<file path="config.mk">
export PLATFORM = sky130hd
export DESIGN_NAME = mc_ctrl
export DESIGN_NICKNAME = d
export VERILOG_FILES = /design/src/rtl/mc_ctrl.sv
export SDC_FILE = /design/constraint.sdc
export NUM_CORES = 1
export LEC_CHECK = 0
export ABC_CLOCK_PERIOD_IN_PS = 7800
export CELL_PAD_IN_SITES_DETAIL_PLACEMENT = 2
export CELL_PAD_IN_SITES_GLOBAL_PLACEMENT = 2
export CORE_ASPECT_RATIO = 0.5
export CORE_MARGIN = 1
export CORE_UTILIZATION = 21
export CTS_CLUSTER_SIZE = 10
export DETAILED_ROUTE_END_ITERATION = 16
export PLACE_DENSITY_LB_ADDON = 0.1
export SETUP_SLACK_MARGIN = 0.05
export SYNTH_ARGS = -nofsm -noshare
export SYNTH_HDL_FRONTEND = slang
export SYNTH_SLANG_ARGS = --single-unit
</file>
<file path="constraint.sdc">
create_clock -name clk -period 7.8 [get_ports clk]
set_input_delay 2.34 -clock clk [delete_from_list [all_inputs] [get_ports clk]]
set_output_delay 2.34 -clock clk [all_outputs]
set_load 0.01 [all_outputs]
</file>
<file path="src/rtl/mc_ctrl.sv">
// mc_ctrl: multi-cycle control FSM for a small MIPS-style subset.
// Define MC_CTRL_PERF_EN to add the cycle_cnt/instr_cnt counters.
module mc_ctrl (
  input  logic        clk,
  input  logic        rst_n,
  input  logic [5:0]  op,
  input  logic [5:0]  funct,
  input  logic        zero,
  input  logic        mem_ready,
  output logic        mem_req,
  output logic        mem_read,
  output logic        mem_write,
  output logic        iord,
  output logic        ir_write,
  output logic        pc_write,
  output logic        reg_write,
  output logic [4:0]  aluop,
  output logic        alu_src,
  output logic        if_extend,
  output logic [1:0]  reg_dst,
  output logic [1:0]  memtoreg,
  output logic [1:0]  s_npc,
  output logic [2:0]  state,
  output logic        illegal
`ifdef MC_CTRL_PERF_EN
  ,
  output logic [31:0] cycle_cnt,
  output logic [31:0] instr_cnt
`endif
);

  typedef enum logic [2:0] {
    S_IF  = 3'b000,
    S_ID  = 3'b001,
    S_EX  = 3'b010,
    S_MEM = 3'b011,
    S_WB  = 3'b100,
    S_ERR = 3'b101
  } state_e;

  localparam logic [4:0] A_ADD  = 5'b00000;
  localparam logic [4:0] A_ADDU = 5'b00001;
  localparam logic [4:0] A_SUBU = 5'b00010;
  localparam logic [4:0] A_AND  = 5'b00011;
  localparam logic [4:0] A_OR   = 5'b00100;
  localparam logic [4:0] A_SLT  = 5'b00101;
  localparam logic [4:0] A_LUI  = 5'b00110;
  localparam logic [4:0] A_NONE = 5'b11111;

  state_e state_q, state_d;
  logic   run_q;

  logic       is_rt, is_jr, is_imm;
  logic       is_lw, is_sw, is_beq;
  logic       is_j, is_jal, legal;
  logic       dec_ext;
  logic [4:0] dec_alu;

  // op/funct stay stable for the whole instruction, so decode live
  always_comb begin
    is_rt   = 1'b0;
    is_jr   = 1'b0;
    is_imm  = 1'b0;
    is_lw   = 1'b0;
    is_sw   = 1'b0;
    is_beq  = 1'b0;
    is_j    = 1'b0;
    is_jal  = 1'b0;
    dec_ext = 1'b0;
    dec_alu = A_NONE;
    case (op)
      6'h00: begin
        case (funct)
          6'h20: begin is_rt = 1'b1; dec_alu = A_ADD;  end
          6'h21: begin is_rt = 1'b1; dec_alu = A_ADDU; end
          6'h23: begin is_rt = 1'b1; dec_alu = A_SUBU; end
          6'h24: begin is_rt = 1'b1; dec_alu = A_AND;  end
          6'h25: begin is_rt = 1'b1; dec_alu = A_OR;   end
          6'h2a: begin is_rt = 1'b1; dec_alu = A_SLT;  end
          6'h08: is_jr = 1'b1;
          default: ;
        endcase
      end
      6'h08: begin
        is_imm = 1'b1; dec_alu = A_ADD; dec_ext = 1'b1;
      end
      6'h09: begin
        is_imm = 1'b1; dec_alu = A_ADDU; dec_ext = 1'b1;
      end
      6'h0c: begin is_imm = 1'b1; dec_alu = A_AND; end
      6'h0d: begin is_imm = 1'b1; dec_alu = A_OR;  end
      6'h0f: begin is_imm = 1'b1; dec_alu = A_LUI; end
      6'h23: begin
        is_lw = 1'b1; dec_alu = A_ADDU; dec_ext = 1'b1;
      end
      6'h2b: begin
        is_sw = 1'b1; dec_alu = A_ADDU; dec_ext = 1'b1;
      end
      6'h04: begin is_beq = 1'b1; dec_alu = A_SUBU; end
      6'h02: is_j   = 1'b1;
      6'h03: is_jal = 1'b1;
      default: ;
    endcase
    legal = is_rt | is_jr | is_imm | is_lw | is_sw
          | is_beq | is_j | is_jal;
  end

  always_comb begin
    state_d   = state_q;
    mem_req   = 1'b0;
    mem_read  = 1'b0;
    mem_write = 1'b0;
    iord      = 1'b0;
    ir_write  = 1'b0;
    pc_write  = 1'b0;
    reg_write = 1'b0;
    aluop     = A_NONE;
    alu_src   = 1'b0;
    if_extend = 1'b0;
    reg_dst   = 2'b00;
    memtoreg  = 2'b00;
    s_npc     = 2'b11;
    unique case (state_q)
      S_IF: begin
        // run_q holds off the first fetch until one edge after reset
        if (run_q) begin
          mem_req  = 1'b1;
          mem_read = 1'b1;
          if (mem_ready) begin
            ir_write = 1'b1;
            pc_write = 1'b1;
            state_d  = S_ID;
          end
        end
      end
      S_ID: begin
        unique case (1'b1)
          !legal: state_d = S_ERR;
          is_j: begin
            pc_write = 1'b1;
            s_npc    = 2'b01;
            state_d  = S_IF;
          end
          is_jal: begin
            pc_write  = 1'b1;
            s_npc     = 2'b01;
            reg_write = 1'b1;
            reg_dst   = 2'b10;
            state_d   = S_IF;
          end
          is_jr: begin
            pc_write = 1'b1;
            s_npc    = 2'b10;
            state_d  = S_IF;
          end
          default: state_d = S_EX;
        endcase
      end
      S_EX: begin
        aluop     = dec_alu;
        alu_src   = is_imm | is_lw | is_sw;
        if_extend = dec_ext;
        unique case (1'b1)
          is_beq: begin
            pc_write = zero;
            s_npc    = 2'b00;
            state_d  = S_IF;
          end
          is_lw | is_sw: state_d = S_MEM;
          default:       state_d = S_WB;
        endcase
      end
      S_MEM: begin
        aluop     = dec_alu;
        alu_src   = 1'b1;
        mem_req   = 1'b1;
        iord      = 1'b1;
        mem_read  = is_lw;
        mem_write = is_sw;
        if (mem_ready) state_d = is_lw ? S_WB : S_IF;
      end
      S_WB: begin
        reg_write = 1'b1;
        memtoreg  = is_lw ? 2'b10 : 2'b01;
        reg_dst   = is_rt ? 2'b01 : 2'b00;
        state_d   = S_IF;
      end
      S_ERR: ;
      default: state_d = S_ERR;
    endcase
  end

  always_ff @(posedge clk or negedge rst_n) begin
    if (!rst_n) begin
      state_q <= S_IF;
      run_q   <= 1'b0;
    end else begin
      state_q <= state_d;
      run_q   <= 1'b1;
    end
  end

  assign state   = state_q;
  assign illegal = (state_q == S_ERR);

`ifdef MC_CTRL_PERF_EN
  logic [31:0] cyc_q, ins_q;

  always_ff @(posedge clk or negedge rst_n) begin
    if (!rst_n) begin
      cyc_q <= 32'd0;
      ins_q <= 32'd0;
    end else begin
      if (state_q != S_ERR) cyc_q <= cyc_q + 32'd1;
      if (state_d == S_IF && state_q != S_IF)
        ins_q <= ins_q + 32'd1;
    end
  end

  assign cycle_cnt = cyc_q;
  assign instr_cnt = ins_q;
`endif

endmodule

</file>
* After elaboration in Yosys (flattened, before gate mapping)
Index checks and enable logic that the tools add are counted.
Widths: inputs -> output; s select.
** Cells by class
- Equal/unequal tests :: 25
- Muxes and demuxes :: 44
- Bitwise gates (word level) :: 11
- Reductions and logical operators :: 11
** Operator list (number)
- $eq 6x6->1 const B :: 8
- $eq 6x4->1 const B :: 6
- $pmux 5 s7 :: 1
- $pmux 5 s6 :: 1
- $mux 1 :: 22
- $pmux 3 s6 :: 1
- $eq 6x2->1 const B :: 2
- $mux 3 :: 4
- $pmux 2 s2 :: 3
- $pmux 3 s2 :: 2
- $or 1x1->1 :: 10
- $mux 2 :: 4
- $pmux 1 s2 :: 4
- $eq 3x2->1 const B :: 2
- $eq 3x3->1 const B :: 2
- $eq 6x3->1 const B :: 1
- $logic_not 6->1 :: 1
- $ne 2x2->1 const B :: 3
- $reduce_or 3->1 :: 2
- $reduce_or 6->1 :: 1
- $mux 5 :: 1
- $reduce_or 5->1 :: 1
- $reduce_and 4->1 :: 1
- $reduce_or 2->1 :: 2
- 6 further kinds :: 6
** Storage, ports and cells
- Flip-flop bits (word level) :: 4
- Input port bits :: 16
- Output and inout port bits :: 24
- Word-level logic and storage cells :: 93

* Logic depth before layout (Yosys ltp)
Gate-level depths: netlist of run 1.
- Word-level depth :: 14
- Gate-level depth with buffers :: 7
- Mapped depth without buffers :: 5

* Worst setup path before layout of run 1
OpenSTA, ideal clock, no wires.
- Path kind :: input to output
- Start point :: in op[3]
- End point :: out aluop[4]
- Data arrival time :: 3.759 ns
- Data required time :: 5.460 ns
- Slack :: 1.701 ns
- Stages on the path :: 6
- Path through :: buf_4 -> or4_4 -> a311o_2 -> o311a_1 -> inv_1 -> buf_4
** On the way
- Cells in the longest elaborated chain, start to end :: 4
- Elaborated cells between the ends (all ways) :: 12
- Those cells by class :: eq/ne: 8; mux: 2; reduce/logical: 2
** Ends and longest elaborated chain
- start, declared :: line 6 : input logic [5:0] op,
- $eq 6x6->1 / $eq 6x4->1 (equally long branches) :: line 71 : case (op)
- $reduce_or 3->1 (no source line)
- $pmux 5 s7 * :: line 71
- $mux 5 * :: line 123 : unique case (state_q)
- end, declared :: line 17 : output logic [4:0] aluop,
Every way passes the cells marked *; elsewhere a longest branch is shown, timed or not.

* Worst setup path after layout of run 1
- Start point :: in op[3]
- End point :: out pc_write
** On the way
- Cells in the longest elaborated chain, start to end :: 5
- Elaborated cells between the ends (all ways) :: 12
- Those cells by class :: eq/ne: 3; mux: 7; reduce/logical: 2
** Ends and longest elaborated chain
- $eq 6x2->1 / $logic_not 6->1 (equally long branches) :: line 71
- $mux 1 :: line 71
- $reduce_or 3->1 (no source line)
- $mux 1 :: line 137 : unique case (1'b1)
- $pmux 1 s3 * :: line 123
- end, declared :: line 15 : output logic pc_write,
Marks and branches as above.

==> results by group, run 1 <==
CTS
  – CTS Buf Count: 3
  – Worst-Skew Late Latency: 0.21 ns
  – PostCTS Resize Cnt: 0
  – Post-CTS Setup Repair Bufs: 0
  – Clock-pin slew on the worst setup and hold paths: approximately 0.03 ns
  – Hold_buf cts: 0
  – Root buffer cell: clkbuf_8
  – CTS tree: done
  – Clock buffer depth: 2
  – # clock sinks: 4
  – H-tree depth reported by CTS: 1

Placement
  – Final Wtd Congestion: about 0.75
  – Number of cells in the design after placement: about 210
  – IO buf count: 39
  – HPWL after DPL: about 2500 microns

Synth
  – Top-area cell type share of the netlist area: 12.2%
  – Yosys reg bits: 4
  – Ys async rst share: 100%
  – Syn_nets: roughly 140
  – Synthesized area: 821 sq um
  – Count of cell types in the netlist: 44
  – Predominant post-synthesis flop cell: dfrtp_1
  – Yosys top cell by area: dfrtp_1
  – Ys Warns: 0
  – Synthesized area per cell: 6.51 sq um
  – EDFF count, synth: 0
  – Post-Synthesis Cells: 126
  – Dominant cells by area after synthesis: dfrtp_1 12%, nand2_1 7.3%, nor2_1 7.3%, a21oi_1 6.7%, nand3_1 6.1%
  – Commonest cells in the netlist: 16 x nand2_1, 16 x nor2_1, 11 x a21oi_1
  – Register area share after synthesis: roughly an eighth

GRT
  – Vias in the first global route: between 1,000 and 1,500
  – Remaining Overflow, GRT: 0
  – Total GRT Usage: approximately 16%
  – Initial antenna violation count: 0
  – Global-route wire length before repair: approximately 5300 microns
  – Pin count of the biggest net entering global routing: 14

STA
  – Final-report max-slew violation count: 0
  – Final min period: between 7 and 8 ns
  – Final Hold Viols: 0
  – Achievable clock frequency: between 0.1 and 0.15 GHz
  – Rel. slew slack: 60.2%
  – Clock skew: 0.00271 ns
  – Fin crit share: approximately nine tenths
  – Total Neg Setup Slack: 0 ns
  – Least-Margin Pin Slew: 0.591 ns
  – Unrepaired setup endpoints after global routing: no
  – Final setup violation count: 0

Critical path
  – Setup CP Type: input port to primary output
  – Critical Path Start: op[3]
  – Critical Path AT: approximately 4.8 ns
  – Peak fanout along the critical path: 10
  – Crit. End Element: primary output
  – Worst r2r src: state[1]$_DFFE_PN0P_
  – CP required: around 5.5 ns
  – Startpoint Class: input port

Drt
  – DR WL/cell: 15.2 microns
  – DR iter-0 viols: 28
  – Via count: between 1,000 and 1,500
  – DRC viols: 0
  – Via density: 5.10
  – Final ANT Viol Nets: 0
  – Detailed Route WL: between 3000 and 4000 microns
  – First-pass iteration count of the detailed router: 4

Min path
  – Hold Path Origin: run_q$_DFF_PN0_
  – Worst min path class: register to register

Power and ir drop
  – P_leak: approximately 0.00046 uW
  – PwrDens: ~180 mW/mm^2
  – Max VDD drop: 0.0517 mV

Floorplanning
  – Rows: 15
  – Top Ports: 40
  – Die Wd: 90.4 microns
  – Initial Util: between 20% and 30%
  – Die Area: roughly 0.0042 sq mm
  – Die Span Y: 46.2 microns
  – Core area: 0.00358 sq mm

Status
  – Status: finished clean

Cells and area
  – Ant diodes: 0
  – Final cell count without fillers: 210
  – Area Growth Syn to Fin: 52.4%
  – Final nets: between 150 and 200
  – Share of cells above drive strength 1: under 10%

Run
  – Maximum Capacitance Violations: 0
## placed cells by master (no fill, tap or decap), types with 2 or more instances in the layout
master and n:
clkbuf_8 3, a21o_1 2, a21oi_1 11, nor2_1 16, and3_1 2, o21bai_1 2, a32oi_1 2, nor4_1 4
o21ai_0 4, nor3_1 4, clkdlybuf4s50_1 39, a31oi_1 3, nand2_1 16, inv_1 7, nor3b_1 3, o221ai_1 2
or2_2 2, nand3_1 10, dfrtp_1 4
## flip-flops by register name (all words and copies together), names as in the netlist
register and flops:
run_q 1, state 3
## path summary, 6_finish.rpt
path / cells past startpoint / slack, ns / to
worst max register to register: 5 / 6.27 / state[0]$_DFFE_PN0P_
max in group asynchronous: 1 / 5.32 / run_q$_DFF_PN0_
worst min register to register: 2 / 0.66 / state[0]$_DFFE_PN0P_
worst min-delay path: 2 / 0.66 / state[0]$_DFFE_PN0P_
worst max-delay path: 7 / 0.69 / pc_write
min in group asynchronous: 1 / 2.32 / state[0]$_DFFE_PN0P_
## logic make-up after synthesis
| kind of cell | synth area share [%] |
|---|---|
| and+or+nand+nor | 44.1 |
| buffers and inverters | 12.0 |
| AOI/OAI and AO/OA | 30.2 |
| other | 0.457 |
| xor gates and xnor gates | 1.07 |
| DFF | 12.2 |
## layout make-up
class / instances / area, sq um
clock buffers: 3 / 41.3
fillers: 453 / 2330
inverters: 7 / 26.3
multi-input cells: 105 / 622
flip-flops and latches: 4 / 100
well taps: 51 / 63.8
repair buffers: 40 / 398
## critical path, stage by stage
cell             delay, ns
clkdlybuf4s50_1       0.57
or4_4                 0.61
nor3_4                0.23
nand3_1               0.17
a21oi_1               0.20
o21a_1                0.13
clkdlybuf4s50_1       0.53
## metal layers
layer / GRT usage, % / vias up / share of wire, %
met5: 0 / - / 0
met4: 2.90 / 0 / 0
met3: 1.82 / 0 / 2.8
met2: 27.2 / 20 / 44
met1: 22.2 / 525 / 53
li1: - / 525 / -
## report_power, final
part / leakage, uW / switching, uW / internal, uW
Clock: 0.0000216 / 9.90 / 32.8
Sequential: 0.0000487 / 21.4 / 27.3
Combinational: 0.000392 / 67.9 / 62.5
## per-stage QoR
stage / power, uW / utilization (%) / hold WS, ns / instance area [sq um] / setup WS [ns]
floorplan: 118 / - / 0.576 / 821 / 1.70
global placement: 179 / 33.8 / 0.649 / 1210 / 0.708
global route: 241 / 34.9 / 0.697 / 1250 / 0.498
CTS: 224 / 34.9 / 0.670 / 1250 / 0.649
finish: 222 / 34.9 / 0.660 / 1250 / 0.687
detailed placement: 181 / 33.8 / 0.652 / 1210 / 0.676
Note: power is estimated with default switching activity, not from simulation.
==> inputs of run 2 (changes only) <==
--- a/config.mk
+++ b/config.mk
@@ -8,11 +8,11 @@
 export ABC_CLOCK_PERIOD_IN_PS = 7800
 export CELL_PAD_IN_SITES_DETAIL_PLACEMENT = 2
 export CELL_PAD_IN_SITES_GLOBAL_PLACEMENT = 2
-export CORE_ASPECT_RATIO = 0.5
 export CORE_MARGIN = 1
-export CORE_UTILIZATION = 21
+export CORE_UTILIZATION = 32
 export CTS_CLUSTER_SIZE = 10
 export DETAILED_ROUTE_END_ITERATION = 16
+export DONT_BUFFER_PORTS = 1
 export PLACE_DENSITY_LB_ADDON = 0.1
 export SETUP_SLACK_MARGIN = 0.05
 export SYNTH_ARGS = -nofsm -noshare
==> results by group, run 2 (synthesis gave the netlist of run 1 again) <==
Status
  – Status: finished clean

Floorplanning
  – Rows: 17
  – Top Ports: 40
  – Die Span Y: between 50 and 60 microns
  – Initial Util: a little over a third
  – Die Wd: approximately 53 microns
  – Core area: about 0.0023 sq mm
  – Die Area: ~0.0028 sq mm

GRT
  – Remaining Overflow, GRT: 0
  – Total GRT Usage: about a fifth
  – Global-route wire length before repair: 4220 microns
  – Pin count of the biggest net entering global routing: 14
  – Vias in the first global route: 843
  – Initial antenna violation count: 0

STA
  – Clock skew: roughly 0.0085 ns
  – Unrepaired setup endpoints after global routing: no
  – Min setup slack post-route: approximately 1.8 ns
  – Final-report max-slew violation count: 0
  – Final Hold Viols: 0
  – Final min period: between 6 and 7 ns
  – Hold slack: just under 0.7 ns
  – Total Neg Setup Slack: 0 ns
  – Final setup violation count: 0
  – Fin crit share: ~77%
  – Least-Margin Pin Slew: between 0.7 and 0.8 ns
  – Achievable clock frequency: about 0.17 GHz
  – Rel. slew slack: about half

Placement
  – Dpl ws: roughly 1.8 ns
  – Final Wtd Congestion: ~0.79
  – HPWL after DPL: 2140 microns
  – Cell Area, Placed: 783 sq um
  – IO buf count: 0

Cells and area
  – Commonest cells after routing, fill and taps aside: 16 x nor2_1, 16 x nand2_1, 11 x a21oi_1
  – Final instance area: 806 sq um
  – Area occupied by registers: about 100 sq um
  – Ant diodes: 0
  – Final nets: 137
  – Share of cells above drive strength 1: 10.1%
  – Fill count: 313
  – Area Growth Syn to Fin: -1.83%
  – Multi-input logic area: approximately 620 sq um
  – Largest register FFs: 3

Critical path
  – Bufs and invs on worst path: 0
  – CP required: between 5 and 6 ns
  – Peak fanout along the critical path: 9
  – Reg2Reg Setup Slack: between 6 and 7 ns
  – Setup CP Type: input port to primary output
  – Reg2Reg Depth: 5
  – Slowest cell delay on critical path: roughly 0.55 ns
  – Critical Path AT: 3.67 ns
  – Startpoint Class: input port
  – CP max-delay cell: or4_4
  – Cell Chain, Critical Path: or4_4, nor3_4, nand3_1, a21oi_1, o21a_1
  – Crit. End Element: primary output
  – Worst path top cell family by delay: simple AND/OR/NAND/NOR gates
  – Worst r2r src: state[1]$_DFFE_PN0P_
  – Cell depth of the worst setup path: 5
  – R2R Path End: state[0]$_DFFE_PN0P_

Min path
  – Hold path depth: 2
  – Hold Path Origin: run_q$_DFF_PN0_
  – Worst Hold End: state[0]$_DFFE_PN0P_
  – Worst min path class: register to register

Power and ir drop
  – Total Power Consumption: roughly 150 uW
  – P_leak: between 0.0003 and 0.0004 uW
  – PwrDens: a little under 200 mW/mm^2
  – Max VDD drop: ~0.17 mV

CTS
  – # clock sinks: 4
  – Hold_buf cts: 0
  – CTS tree: done
  – Root buffer cell: clkbuf_4
  – PostCTS Resize Cnt: 0
  – H-tree depth reported by CTS: 1
  – Worst-Skew Late Latency: ~0.24 ns
  – Post-CTS Setup Repair Bufs: 0
  – Clock-pin slew on the worst setup and hold paths: ~0.04 ns
  – CTS Buf Count: 3
  – Clock buffer depth: 2

Drt
  – DR WL/cell: ~19 microns
  – Final ANT Viol Nets: 0
  – Via density: ~6.3
  – Detailed Route WL: 2760 microns
  – DRC viols: 0
  – DR iter-0 viols: 7
  – Via count: between 900 and 1,000
  – First-pass iteration count of the detailed router: 4

Run
  – Maximum Capacitance Violations: 0
run 2: cell count changes in the layout (fill, tap and decap cells not counted):
cell | before | now
buf_4 | 1 | 0
clkbuf_4 | 0 | 3
clkbuf_8 | 3 | 0
clkdlybuf4s50_1 | 39 | 0
run 2: cell type report:
cell class                 count  area share [%]
tap                           28            4.35
multi-input combinational    105            77.2
sequential                     4            12.4
inverter                       7            3.26
clock buffer                   3            2.80
run 2: per-layer routing:
layer / GRT usage [%] / share of wire (%)
met1: 30.4 / 53
met2: 30.0 / 42
met3: 4.93 / 4.4
met4: 0 / 0
met5: 0 / 0
run 2: power by group:
part           internal [uW]  switching (uW)  leakage, uW
registers               27.2            24.1    0.0000487
logic                   24.6            53.4     0.000238
clock network           17.2            8.49    0.0000138
total                   69.0            86.0     0.000300
run 2: worst max path at each step:
stage / startpoint / to / slack (ns)
final: op[2] / pc_write / 1.79
after global placement: op[0] / pc_write / 1.83
after floorplan: op[3] / aluop[4] / 1.70
after CTS: op[2] / pc_write / 1.79
after global routing: op[2] / s_npc[0] / 1.71
after detailed placement: op[2] / pc_write / 1.79
run 2: through the flow:
stage	instances	util [%]
6_report	147	34.8
5_1_grt	147	34.8
4_1_cts	147	34.8
3_5_place_dp	144	33.8
3_3_place_gp	144	33.8
2_1_floorplan	126	-
run 2: tightest hold or removal path, stage by stage, from the launching register on:
cell	delay, ns
dfrtp_1	0.39
nand2_1	0.13
a32oi_1	0.12
==> inputs of run 3 (changes only) <==
--- a/config.mk
+++ b/config.mk
@@ -5,11 +5,12 @@
 export SDC_FILE = /design/constraint.sdc
 export NUM_CORES = 1
 export LEC_CHECK = 0
-export ABC_CLOCK_PERIOD_IN_PS = 7800
+export ABC_CLOCK_PERIOD_IN_PS = 5500
 export CELL_PAD_IN_SITES_DETAIL_PLACEMENT = 2
 export CELL_PAD_IN_SITES_GLOBAL_PLACEMENT = 2
+export CORE_ASPECT_RATIO = 0.5
 export CORE_MARGIN = 1
-export CORE_UTILIZATION = 32
+export CORE_UTILIZATION = 27
 export CTS_CLUSTER_SIZE = 10
 export DETAILED_ROUTE_END_ITERATION = 16
 export DONT_BUFFER_PORTS = 1
==> constraint.sdc (replaced) <==
create_clock -name clk -period 5.5 [get_ports clk]
set_input_delay 1.65 -clock clk [delete_from_list [all_inputs] [get_ports clk]]
set_output_delay 1.65 -clock clk [all_outputs]
set_load 0.01 [all_outputs]
==> results by group, run 3 (synthesis gave the netlist of run 1 again) <==
Min path
  – Worst min path class: register to register
  – Worst Hold End: state[0]$_DFFE_PN0P_
  – Hold Path Origin: run_q$_DFF_PN0_
  – Hold path depth: 2

STA
  – Final min period: approximately 4.7 ns
  – Clock skew: around 0.0020 ns
  – Unrepaired setup endpoints after global routing: no
  – Achievable clock frequency: between 0.2 and 0.25 GHz
  – Final Hold Viols: 0
  – Final setup violation count: 0
  – Rel. slew slack: between 50% and 60%
  – Final-report max-slew violation count: 0
  – Fin crit share: 84.7%
  – Least-Margin Pin Slew: 0.735 ns
  – Total Neg Setup Slack: 0 ns
  – Hold slack: 0.653 ns

Critical path
  – Peak fanout along the critical path: 9
  – Critical Path AT: around 3.0 ns
  – Critical Path Start: op[2]
  – Setup CP Type: input port to primary output
  – Startpoint Class: input port
  – Reg2Reg Depth: 5
  – R2R Path End: state[0]$_DFFE_PN0P_
  – CP required: 3.85 ns
  – Worst r2r src: state[1]$_DFFE_PN0P_
  – Crit. End Element: primary output
  – Reg2Reg Setup Slack: between 3 and 4 ns

Floorplanning
  – Top Ports: 40
  – Core area: between 0.002 and 0.003 sq mm
  – Die Area: 0.00328 sq mm
  – Die Span Y: about 41 microns
  – Rows: 13
  – Initial Util: between 30% and 40%
  – Die Wd: between 70 and 80 microns

CTS
  – Root buffer cell: clkbuf_8
  – Clock-pin slew on the worst setup and hold paths: roughly 0.030 ns
  – PostCTS Resize Cnt: 0
  – Worst-Skew Late Latency: between 0.2 and 0.25 ns
  – H-tree depth reported by CTS: 1
  – Hold_buf cts: 0
  – Post-CTS Setup Repair Bufs: 0
  – CTS tree: done
  – CTS Buf Count: 3
  – # clock sinks: 4
  – Clock buffer depth: 2

GRT
  – Vias in the first global route: around 840
  – Remaining Overflow, GRT: 0
  – Initial antenna violation count: 0
  – Pin count of the biggest net entering global routing: 14
  – Global-route wire length before repair: ~4400 microns
  – Total GRT Usage: between 15 and 20%

Cells and area
  – Commonest cells after routing, fill and taps aside: 16 x nor2_1, 16 x nand2_1, 11 x a21oi_1
  – Fill count: 350
  – Final nets: between 100 and 150
  – Ant diodes: 0
  – Area occupied by registers: around 100 sq um
  – Area Growth Syn to Fin: 1.83%
  – Largest register FFs: 3
  – Multi-input logic area: just over 600 sq um
  – Share of cells above drive strength 1: approximately a tenth

Placement
  – Final Wtd Congestion: 0.704
  – HPWL after DPL: 2270 microns
  – IO buf count: 0

Drt
  – DR WL/cell: 18.3 microns
  – DR iter-0 viols: 11
  – DRC viols: 0
  – Detailed Route WL: about 2900 microns
  – Final ANT Viol Nets: 0
  – Via count: about 920
  – First-pass iteration count of the detailed router: 4
  – Via density: about 6

Power and ir drop
  – Max VDD drop: between 0.1 and 0.15 mV
  – PwrDens: ~290 mW/mm^2
  – P_leak: a little over 0.0003 uW

Run
  – Maximum Capacitance Violations: 0

Status
  – Status: finished clean
[run 3: cell count changes in the layout (fill, tap and decap cells not counted)]
| cell | previous run | this run |
|---|---|---|
| clkbuf_8 | 0 | 3 |
| clkbuf_4 | 3 | 0 |
[run 3: power breakdown]
group / internal [uW] / switching [uW]
registers: 38.6 / 34.9
logic: 34.9 / 74.9
clock network: 46.6 / 14.7
total: 120 / 125
[run 3: layer usage]
layer  GRT usage, %  wire (microns)  part of all wire (%)
met5              0               0                     0
met4           5.36               0                     0
met3           2.22             106                   3.7
met2           28.4            1220                    43
met1           25.6            1520                    53
[run 3: worst max path at each step]
stage | endpoint | depth (start not counted) | slack [ns]
final | pc_write | 5 | 0.84
after global routing | pc_write | 5 | 0.79
after floorplan | aluop[4] | 6 | 0.78
after global placement | aluop[2] | 5 | 0.90
after detailed placement | pc_write | 5 | 0.85
after CTS | pc_write | 5 | 0.85
[run 3: worst max-delay path, stage by stage]
cell	delay [ns]
or4_4	0.54
nor3_4	0.25
nand3_1	0.17
a21oi_1	0.21
o21a_1	0.19
[run 3: final cells by class]
class | instances | share of cell area (%)
inverters | 7 | 3.14
flip-flops and latches | 4 | 12.0
clock buffers | 3 | 4.94
multi-input cells | 105 | 74.4
well taps | 37 | 5.54
[run 3: metrics by stage]
stage               cells  setup slack (ns)  area (sq um)  power [uW]  utilization (%)
finish                156             0.842           836         245             30.6
global placement      153             0.902           795         182             29.1
CTS                   156             0.849           836         248             30.6
floorplan             126             0.781           821         167                -
detailed placement    153             0.853           795         185             29.1
global route          156             0.795           836         268             30.6
